### src/rtl/wb_pkg.sv
// Shared types and constants for the writeback write-port arbiter.
//  REG_ADDR_W / REG_DATA_W : register-file address and data widths
//  REG_ZERO                : architectural zero register, never written
//  wb_req_t                : one buffered writeback request {rd, data}
package wb_pkg;

    localparam int unsigned REG_ADDR_W = 5;
    localparam int unsigned REG_DATA_W = 32;
    localparam logic [REG_ADDR_W-1:0] REG_ZERO = 5'd0;

    typedef struct packed {
        logic [REG_ADDR_W-1:0] rd;
        logic [REG_DATA_W-1:0] data;
    } wb_req_t;

endpackage

### src/rtl/wb_result_fifo.sv
// Small FIFO buffering MDU writeback requests.
//  clk, rst      : clock (posedge), asynchronous active-low reset
//  push_i        : enqueue push_req_i (ignored when full)
//  pop_i         : dequeue head_o (ignored when empty)
//  head_o        : oldest entry
//  full_o/empty_o: occupancy flags, from the registered count
//  ent_valid_o   : per-slot occupancy mask
//  ent_rd_o      : per-slot destination register, for hazard compares
module wb_result_fifo
    import wb_pkg::*;
#(
    parameter int unsigned DEPTH = 4
) (
    input  logic                                clk,
    input  logic                                rst,
    input  logic                                push_i,
    input  wb_req_t                             push_req_i,
    input  logic                                pop_i,
    output wb_req_t                             head_o,
    output logic                                full_o,
    output logic                                empty_o,
    output logic [DEPTH-1:0]                    ent_valid_o,
    output logic [DEPTH-1:0][REG_ADDR_W-1:0]    ent_rd_o
);

    localparam int unsigned PW = $clog2(DEPTH);
    localparam int unsigned CW = PW + 1;

    wb_req_t         mem_q [DEPTH];
    logic [PW-1:0]   wr_ptr_q;
    logic [PW-1:0]   rd_ptr_q;
    logic [CW-1:0]   count_q;
    logic            do_push;
    logic            do_pop;

    assign full_o  = (count_q == CW'(DEPTH));
    assign empty_o = (count_q == '0);
    assign do_push = push_i & ~full_o;
    assign do_pop  = pop_i & ~empty_o;
    assign head_o  = mem_q[rd_ptr_q];

    always_ff @(posedge clk or negedge rst) begin
        if (!rst) begin
            wr_ptr_q <= '0;
            rd_ptr_q <= '0;
            count_q  <= '0;
            for (int i = 0; i < DEPTH; i++) begin
                mem_q[i] <= '0;
            end
        end else begin
            if (do_push) begin
                mem_q[wr_ptr_q] <= push_req_i;
                wr_ptr_q        <= wr_ptr_q + PW'(1);
            end
            if (do_pop) begin
                rd_ptr_q <= rd_ptr_q + PW'(1);
            end
            if (do_push && !do_pop) begin
                count_q <= count_q + CW'(1);
            end else if (!do_push && do_pop) begin
                count_q <= count_q - CW'(1);
            end
        end
    end

    // A slot is live when its distance from the read pointer (mod DEPTH) is below the count.
    for (genvar i = 0; i < DEPTH; i++) begin : g_ent
        logic [PW-1:0] off;
        assign off            = PW'(i) - rd_ptr_q;
        assign ent_valid_o[i] = (CW'(off) < count_q);
        assign ent_rd_o[i]    = mem_q[i].rd;
    end

endmodule

### src/rtl/wb_write_arbiter.sv
// Register-file write-port arbiter at the writeback end.
// Merges the single-cycle ALU result with buffered MDU results, reports buffered destinations
// to the hazard unit and forces an MDU slot when the ALU has starved the buffer too long.
//  clk, rst                  : clock (posedge), asynchronous active-low reset
//  alu_valid/alu_rd/alu_data : ALU result, no backpressure
//  mdu_valid/mdu_ready       : MDU result handshake; mdu_rd/mdu_data carried with it
//  rf_we/rf_waddr/rf_wdata   : registered write port (regfile samples on negedge)
//  q_rs/q_rt, q_*_pend       : hazard queries against buffered destinations
//  wb_stall                  : one-cycle request for upstream to hold alu_valid low
//  protocol_err              : sticky flag, alu_valid seen during wb_stall
module wb_write_arbiter
    import wb_pkg::*;
#(
    parameter int unsigned DEPTH      = 4,
    parameter int unsigned STARVE_MAX = 3
) (
    input  logic                  clk,
    input  logic                  rst,
    input  logic                  alu_valid,
    input  logic [REG_ADDR_W-1:0] alu_rd,
    input  logic [REG_DATA_W-1:0] alu_data,
    input  logic                  mdu_valid,
    output logic                  mdu_ready,
    input  logic [REG_ADDR_W-1:0] mdu_rd,
    input  logic [REG_DATA_W-1:0] mdu_data,
    output logic                  rf_we,
    output logic [REG_ADDR_W-1:0] rf_waddr,
    output logic [REG_DATA_W-1:0] rf_wdata,
    input  logic [REG_ADDR_W-1:0] q_rs,
    input  logic [REG_ADDR_W-1:0] q_rt,
    output logic                  q_rs_pend,
    output logic                  q_rt_pend,
    output logic                  wb_stall,
    output logic                  protocol_err
);

    localparam int unsigned SW = $clog2(STARVE_MAX + 1);

    wb_req_t                         head;
    wb_req_t                         push_req;
    logic                            fifo_full;
    logic                            fifo_empty;
    logic [DEPTH-1:0]                ent_valid;
    logic [DEPTH-1:0][REG_ADDR_W-1:0] ent_rd;
    logic                            push;
    logic                            pop;
    logic                            take_alu;
    logic [SW-1:0]                   starve_q;
    logic [SW-1:0]                   starve_d;
    logic                            stall_d;

    // Handshake completes for rd==0, but the request is discarded rather than buffered.
    assign mdu_ready     = ~fifo_full;
    assign push          = mdu_valid & ~fifo_full & (mdu_rd != REG_ZERO);
    assign push_req.rd   = mdu_rd;
    assign push_req.data = mdu_data;

    wb_result_fifo #(
        .DEPTH (DEPTH)
    ) u_fifo (
        .clk         (clk),
        .rst         (rst),
        .push_i      (push),
        .push_req_i  (push_req),
        .pop_i       (pop),
        .head_o      (head),
        .full_o      (fifo_full),
        .empty_o     (fifo_empty),
        .ent_valid_o (ent_valid),
        .ent_rd_o    (ent_rd)
    );

    // Slot select; an ALU result arriving during wb_stall is never eligible.
    always_comb begin
        pop      = 1'b0;
        take_alu = 1'b0;
        if (wb_stall && !fifo_empty) begin
            pop = 1'b1;
        end else if (!wb_stall && alu_valid && (alu_rd != REG_ZERO)) begin
            take_alu = 1'b1;
        end else if (!fifo_empty) begin
            pop = 1'b1;
        end
    end

    always_comb begin
        starve_d = starve_q;
        stall_d  = 1'b0;
        if (pop || fifo_empty) begin
            starve_d = '0;
        end else if (take_alu) begin
            if (starve_q == SW'(STARVE_MAX - 1)) begin
                starve_d = '0;
                stall_d  = 1'b1;
            end else begin
                starve_d = starve_q + SW'(1);
            end
        end
    end

    // Head being popped this cycle still counts as pending until rf_we shows it.
    always_comb begin
        q_rs_pend = 1'b0;
        q_rt_pend = 1'b0;
        for (int i = 0; i < DEPTH; i++) begin
            if (ent_valid[i] && (ent_rd[i] == q_rs) && (q_rs != REG_ZERO)) q_rs_pend = 1'b1;
            if (ent_valid[i] && (ent_rd[i] == q_rt) && (q_rt != REG_ZERO)) q_rt_pend = 1'b1;
        end
    end

    always_ff @(posedge clk or negedge rst) begin
        if (!rst) begin
            rf_we        <= 1'b0;
            rf_waddr     <= '0;
            rf_wdata     <= '0;
            starve_q     <= '0;
            wb_stall     <= 1'b0;
            protocol_err <= 1'b0;
        end else begin
            if (pop) begin
                rf_we    <= 1'b1;
                rf_waddr <= head.rd;
                rf_wdata <= head.data;
            end else if (take_alu) begin
                rf_we    <= 1'b1;
                rf_waddr <= alu_rd;
                rf_wdata <= alu_data;
            end else begin
                rf_we <= 1'b0;
            end
            starve_q <= starve_d;
            wb_stall <= stall_d;
            if (alu_valid && wb_stall) begin
                protocol_err <= 1'b1;
            end
        end
    end

endmodule
### config.mk
export PLATFORM = sky130hd
export DESIGN_NAME = wb_write_arbiter
export DESIGN_NICKNAME = d
export VERILOG_FILES = /design/src/rtl/wb_pkg.sv /design/src/rtl/wb_result_fifo.sv /design/src/rtl/wb_write_arbiter.sv
export SDC_FILE = /design/constraint.sdc
export NUM_CORES = 1
export LEC_CHECK = 0
export ABC_AREA = 1
export ABC_CLOCK_PERIOD_IN_PS = 3200
export CAP_MARGIN = 20
export CORE_UTILIZATION = 55
export CTS_CLUSTER_DIAMETER = 100
export DETAILED_ROUTE_END_ITERATION = 12
export PLACE_DENSITY_LB_ADDON = 0.3
export SLEW_MARGIN = 5
export SYNTH_ARGS = -nofsm -noshare
export SYNTH_HDL_FRONTEND = slang
export SYNTH_SLANG_ARGS = --single-unit
### constraint.sdc
create_clock -name clk -period 3.2 [get_ports clk]
set_input_delay 0.96 -clock clk [delete_from_list [all_inputs] [get_ports clk]]
set_output_delay 0.96 -clock clk [all_outputs]
set_load 0.05 [all_outputs]
# Yosys cells after proc, flatten, opt, wreduce, memory -nomap -nowiden
# Cells that the tools add are included.
dict set report word_totals {
  reg_bits 197
  inputBits 88
  out_inout_bits 43
}
dict set report op_classes {
  add_sub_neg 9
  order_cmp 7
  eq_ne 10
  n_mux 33
  bitwise 8
  n_reduce_logical 36
}
# op n
set op_table {}
lappend op_table {{148-bit bitwise mux} 1}
lappend op_table {{37-bit 2-to-1 mux} 3}
lappend op_table {{37-bit binary-select mux with 2-bit select} 1}
lappend op_table {{37-bit demux with 2-bit select} 1}
lappend op_table {{32-bit 2-to-1 mux} 2}
lappend op_table {{5-bit equality test} 8}
lappend op_table {{1-bit logical AND} 23}
lappend op_table {{5-bit nonzero test} 4}
lappend op_table {{1-bit 2-to-1 mux} 18}
lappend op_table {{2-bit by 3-bit less-than comparator with 1-bit output} 4}
lappend op_table {{5-bit 2-to-1 mux} 2}
lappend op_table {{2-bit by 1-bit adder with 2-bit output (second input constant)} 3}
lappend op_table {{3-bit greater-or-equal comparator (second input constant)} 2}
lappend op_table {{2-bit 2-to-1 mux} 3}
lappend op_table {{3-bit 2-to-1 mux} 2}
lappend op_table {{2-bit inverter with 3-bit output} 2}
lappend op_table {{2-bit nonzero test} 3}
lappend op_table {{1-bit AND} 4}
lappend op_table {{1-bit logical NOT} 4}
lappend op_table {{1-bit by 2-bit subtractor with 2-bit output (first input constant)} 2}
lappend op_table {{2-bit subtractor (first input constant)} 2}
lappend op_table {{3-bit by 1-bit adder with 3-bit output (second input constant)} 1}
lappend op_table {{3-bit equality test (second input constant)} 1}
lappend op_table {{3-bit logical NOT} 1}
lappend op_table {{other kinds (5)} 6}

# Longest topological paths before layout
dict set report logic_depth {
  word_depth 9
  ltp_mapped 12
  depth_no_buf 11
}

# Cells and area by module
# Synthesis repeated with hierarchy kept, for this count alone.
dict set report hier_totals {
  cells_unflattened 1367
  hier_area_um2 10406.2
}
# mod n_inst cells_each area_per_inst_um2
set modules_own_cells {}
lappend modules_own_cells {wb_result_fifo 1 949 7751.2}
lappend modules_own_cells {wb_write_arbiter 1 418 2655.0}

# Worst setup path before layout
# Ideal clock, no wire load.
dict set report synth_path {
  path_type {input -> output}
  startpoint {in q_rs[2]}
  endpoint {out q_rs_pend}
  arrival_ns 2.022
  required_ns 2.240
  setup_slack_ns 0.218
  stages 5
  cell_sequence {clkbuf_1 -> nor3_1 -> nand3_1 -> nand3_1 -> nand4_1}
}
dict set report synth_between {
  elab_chain_len 7
}
# element line_no
set synth_rtl {}
lappend synth_rtl {{start: declaration} wb_write_arbiter.sv:29} ;# input logic [REG_ADDR_W-1:0] q_rs,
lappend synth_rtl {{5-bit equality test} wb_write_arbiter.sv:106} ;# if (ent_valid[i] && (ent_rd[i] == q_rs) && (q_rs != REG_ZERO)) q_rs_pend = 1'b1;
lappend synth_rtl {{1-bit logical AND (2 in series)} wb_write_arbiter.sv:106}
lappend synth_rtl {{1-bit 2-to-1 mux (3 in series)} wb_write_arbiter.sv:106}
lappend synth_rtl {{1-bit 2-to-1 mux (*)} wb_write_arbiter.sv:106}
lappend synth_rtl {{end: declaration} wb_write_arbiter.sv:31} ;# output logic q_rs_pend,
# Mark *: on every way between the ends. The rest lies on a longest branch, timed or not.

# Worst setup path in the final report
dict set report layout_path {
  startpoint {reg u_fifo.rd_ptr_q[0]}
  endpoint {out q_rs_pend}
}
dict set report layout_between {
  elab_chain_len 8
}
# element line_no
set layout_rtl {}
lappend layout_rtl {{start: declaration} wb_result_fifo.sv:31} ;# logic [PW-1:0] rd_ptr_q;
lappend layout_rtl {{start signal: assignment} wb_result_fifo.sv:56} ;# rd_ptr_q <= rd_ptr_q + PW'(1);
lappend layout_rtl {{1-bit by 2-bit subtractor with 2-bit output} wb_result_fifo.sv:69} ;# assign off = PW'(i) - rd_ptr_q;
lappend layout_rtl {{2-bit by 3-bit less-than comparator with 1-bit output} wb_result_fifo.sv:70} ;# assign ent_valid_o[i] = (CW'(off) < count_q);
lappend layout_rtl {{1-bit logical AND (2 in series)} wb_write_arbiter.sv:106}
lappend layout_rtl {{1-bit 2-to-1 mux (3 in series)} wb_write_arbiter.sv:106}
lappend layout_rtl {{1-bit 2-to-1 mux (*)} wb_write_arbiter.sv:106}
# Marks and branches as above.

==> out/summary.txt <==
status -> finished clean
DIE WIDTH -> 134 µm
Cells after Synth -> 1181
Pre-antenna DRT Iters -> 5
Vias -> 8581
CTS tree -> done
CP arrival -> 2.23 ns
number of instances in the placed design -> 1501
flops & latches, synth -> 197
period utilisation layout -> 99.6%
synth-to-layout area growth -> 22.9%
clk root buf -> clkbuf_16
total power -> 12.3 mW
combinational share of power -> 46.7%
Residual DRC -> 0
largest net degree at the start of global routing -> 59
Net Sw Frac -> 43.9%
Max Fanout on Critical Path -> 3
Inserted Diodes -> 0
Worst Path Required -> 2.24 ns
antenna violations before repair -> 0
Tightest Pin Transition -> 0.763 ns
RSZ-0062 raised after global routing -> yes
row cnt -> 47
total routed wirelength -> 26.6 mm
Post-synth EDFFs -> 0
global-route usage over all layers -> 31.4%
Max IR drop VDD -> 0.600 mV
worst reg2reg startpoint -> u_fifo.count_q[0]
first-pass GRT wire length -> 43.4 mm
htree depth -> 4
worst reg2reg endpoint -> u_fifo.count_q[2]
Top FF cell, synth -> dfrtp_1
clk slew on worst S/H paths -> 0.07 ns
hold_ws -> 0.451 ns
hold depth -> 1
layout cell share with drive strength beyond 1 -> 7.42%
wire per inst -> 17.3 µm
hold endpoint -> starve_q[0]
Worst setup EP type -> output pin
pwr/cell area -> 1050 mW/mm²
final antenna-violating net count -> 0
critical hold path startpoint -> starve_q[0]
Static Leak -> 5.48 nW
vias in the first global route -> 8528
Hold-fix buffers, CTS -> 0
commonest non-fill, non-tap cell in the layout -> nand2_1
die area -> 0.0179 mm²
Slew headroom -> 49.1%
most frequent cells in the layout -> nand2_1, dfrtp_1, inv_1
Ys Warns -> 0
synth top area cells -> dfrtp_1, nand2_1, o21ai_0
Mapped Area -> 0.00955 mm²
Synth Net Count -> 1279
Synth top area share -> 51.6%
maximum clock insertion buffer count -> 2
chip height -> 134 µm
type of origin of the critical path -> flip-flop
gr ovfl total -> 0
Yosys cell types -> 34
Vias/cell -> 5.57
IO buf count -> 130
Finished Layout Cells -> 1540
Worst R2R Setup Slack -> 0.93 ns
Syn Area/Cell -> 8.09 µm²
Power Internal -> 6.89 mW
Slew Viols, Final -> 0
Sink Count -> 197
endpoints failing setup -> 0
largest area contributor in the netlist -> dfrtp_1
starting density of the core -> 57.0%
GP Congestion -> 0.937
Layout Utilization -> 70.0%
clock share of power -> 18.0%
core area -> 0.0168 mm²
Final Net Count -> 1405
Ports -> 131
worst setup path class -> flip-flop to output pin
Switch Pwr -> 5.39 mW
Period minus WS final -> 3.19 ns
Worst Skew -> 0.00852 ns
fmax -> 0.314 GHz
Reg power frac -> 35.3%
Seq/Total Area, Yosys -> 51.6%
Post-synth ARST share -> 100%
DRT iter0 DRCs -> 845
Clock Latency Late Sink -> 0.44 ns
final hold viol count -> 0
CTS buffer count -> 17
Max-cap violations -> 0
hold crit path type -> flip-flop to flip-flop
Final HPWL DP -> 17.2 mm
R2R cell count -> 11
==> power groups by stage <==
stage | logic [mW] | clock network (mW) | registers, mW
global route | 6.28 | 2.34 | 4.44
global placement | 5.35 | 0 | 4.32
finish | 5.73 | 2.21 | 4.34
detailed placement | 5.48 | 0 | 4.35
floorplan | 2.93 | 0 | 5.04
CTS | 5.59 | 2.23 | 4.31
==> cells by family after synthesis <==
kind of cell	count (synthesis)	share of synthesized area, %
AOI/OAI and AO/OA	258	14.5
xor gates and xnor gates	28	2.57
adders and majority gates	10	1.39
buffers and inverters	206	9.59
DFF	197	51.6
and+or+nand+nor	482	20.3
==> flip-flops by register name (all words and copies together), names as in the netlist <==
name             count
rf_wdata            32
starve_q             2
u_fifo.wr_ptr_q      2
u_fifo.count_q       3
protocol_err         1
rf_we                1
wb_stall             1
u_fifo.mem_q       128
rf_waddr             5
u_fifo.ent_rd_o     20
u_fifo.rd_ptr_q      2
==> stage by stage <==
stage	setup TNS (ns)	worst slack, ns	cell area (µm²)
final	0	0.0122	11700
after detailed placement	-0.330	-0.206	11100
after floorplan	0	0.218	9550
after CTS	-0.000310	-0.000310	11700
after global routing	-0.0347	-0.0347	11700
after global placement	-0.373	-0.205	11100
==> per-layer routing <==
layer / up-vias / global-route usage, % / wire, µm
met5: - / 0 / 0
met4: 0 / 10.7 / 518
met3: 46 / 5.44 / 1800
met2: 387 / 51.8 / 13200
met1: 4113 / 42.1 / 11100
li1: 4035 / - / -
==> worst max path at each step <==
stage,end,from,slack [ns]
final,q_rs_pend,u_fifo.rd_ptr_q[0],0.01
after global routing,q_rs_pend,u_fifo.rd_ptr_q[0],-0.03
after CTS,q_rs_pend,u_fifo.rd_ptr_q[0],-0.0003
after detailed placement,q_rs_pend,q_rs[3],-0.21
after global placement,q_rs_pend,q_rs[3],-0.20
after floorplan,q_rs_pend,q_rs[2],0.22
==> Yosys cell counts (10+ instances only) <==
| library cell | instances |
|---|---|
| buf_4 | 11 |
| dfrtp_1 | 197 |
| nand3_1 | 36 |
| a21oi_1 | 18 |
| o21ai_1 | 59 |
| nand2_1 | 381 |
| o2111ai_1 | 10 |
| clkbuf_1 | 17 |
| nor3_1 | 18 |
| inv_1 | 135 |
| o22ai_1 | 35 |
| o21ai_0 | 130 |
| nor2_1 | 29 |
| buf_2 | 25 |
| xnor2_1 | 19 |
==> critical path: stages, from the launching register on <==
cell and delay (ns):
dfrtp_1 0.43, inv_2 0.08, nand2_2 0.08, nand2_2 0.07
ha_1 0.27, a31oi_1 0.38, nand4_1 0.15, nand4_1 0.18
buf_12 0.16
==> area by class of cell <==
type                    count  area (µm²)
clock buffers              21         460
clock inverters            11         146
fillers                  1296        5020
inverters                 142         536
multi-input cells         778        3750
flip-flops and latches    197        4930
well taps                 220         275
repair buffers            171        1650
==> repair_timing <==
action                                  in CTS  in global routing
setup buffers                                3                  5
endpoints found under the hold margin        0                  0
pin swaps                                    3                  5
endpoints found under the setup margin       2                  2
resized for setup                           15                  7
(Power assumes the default switching activity.)
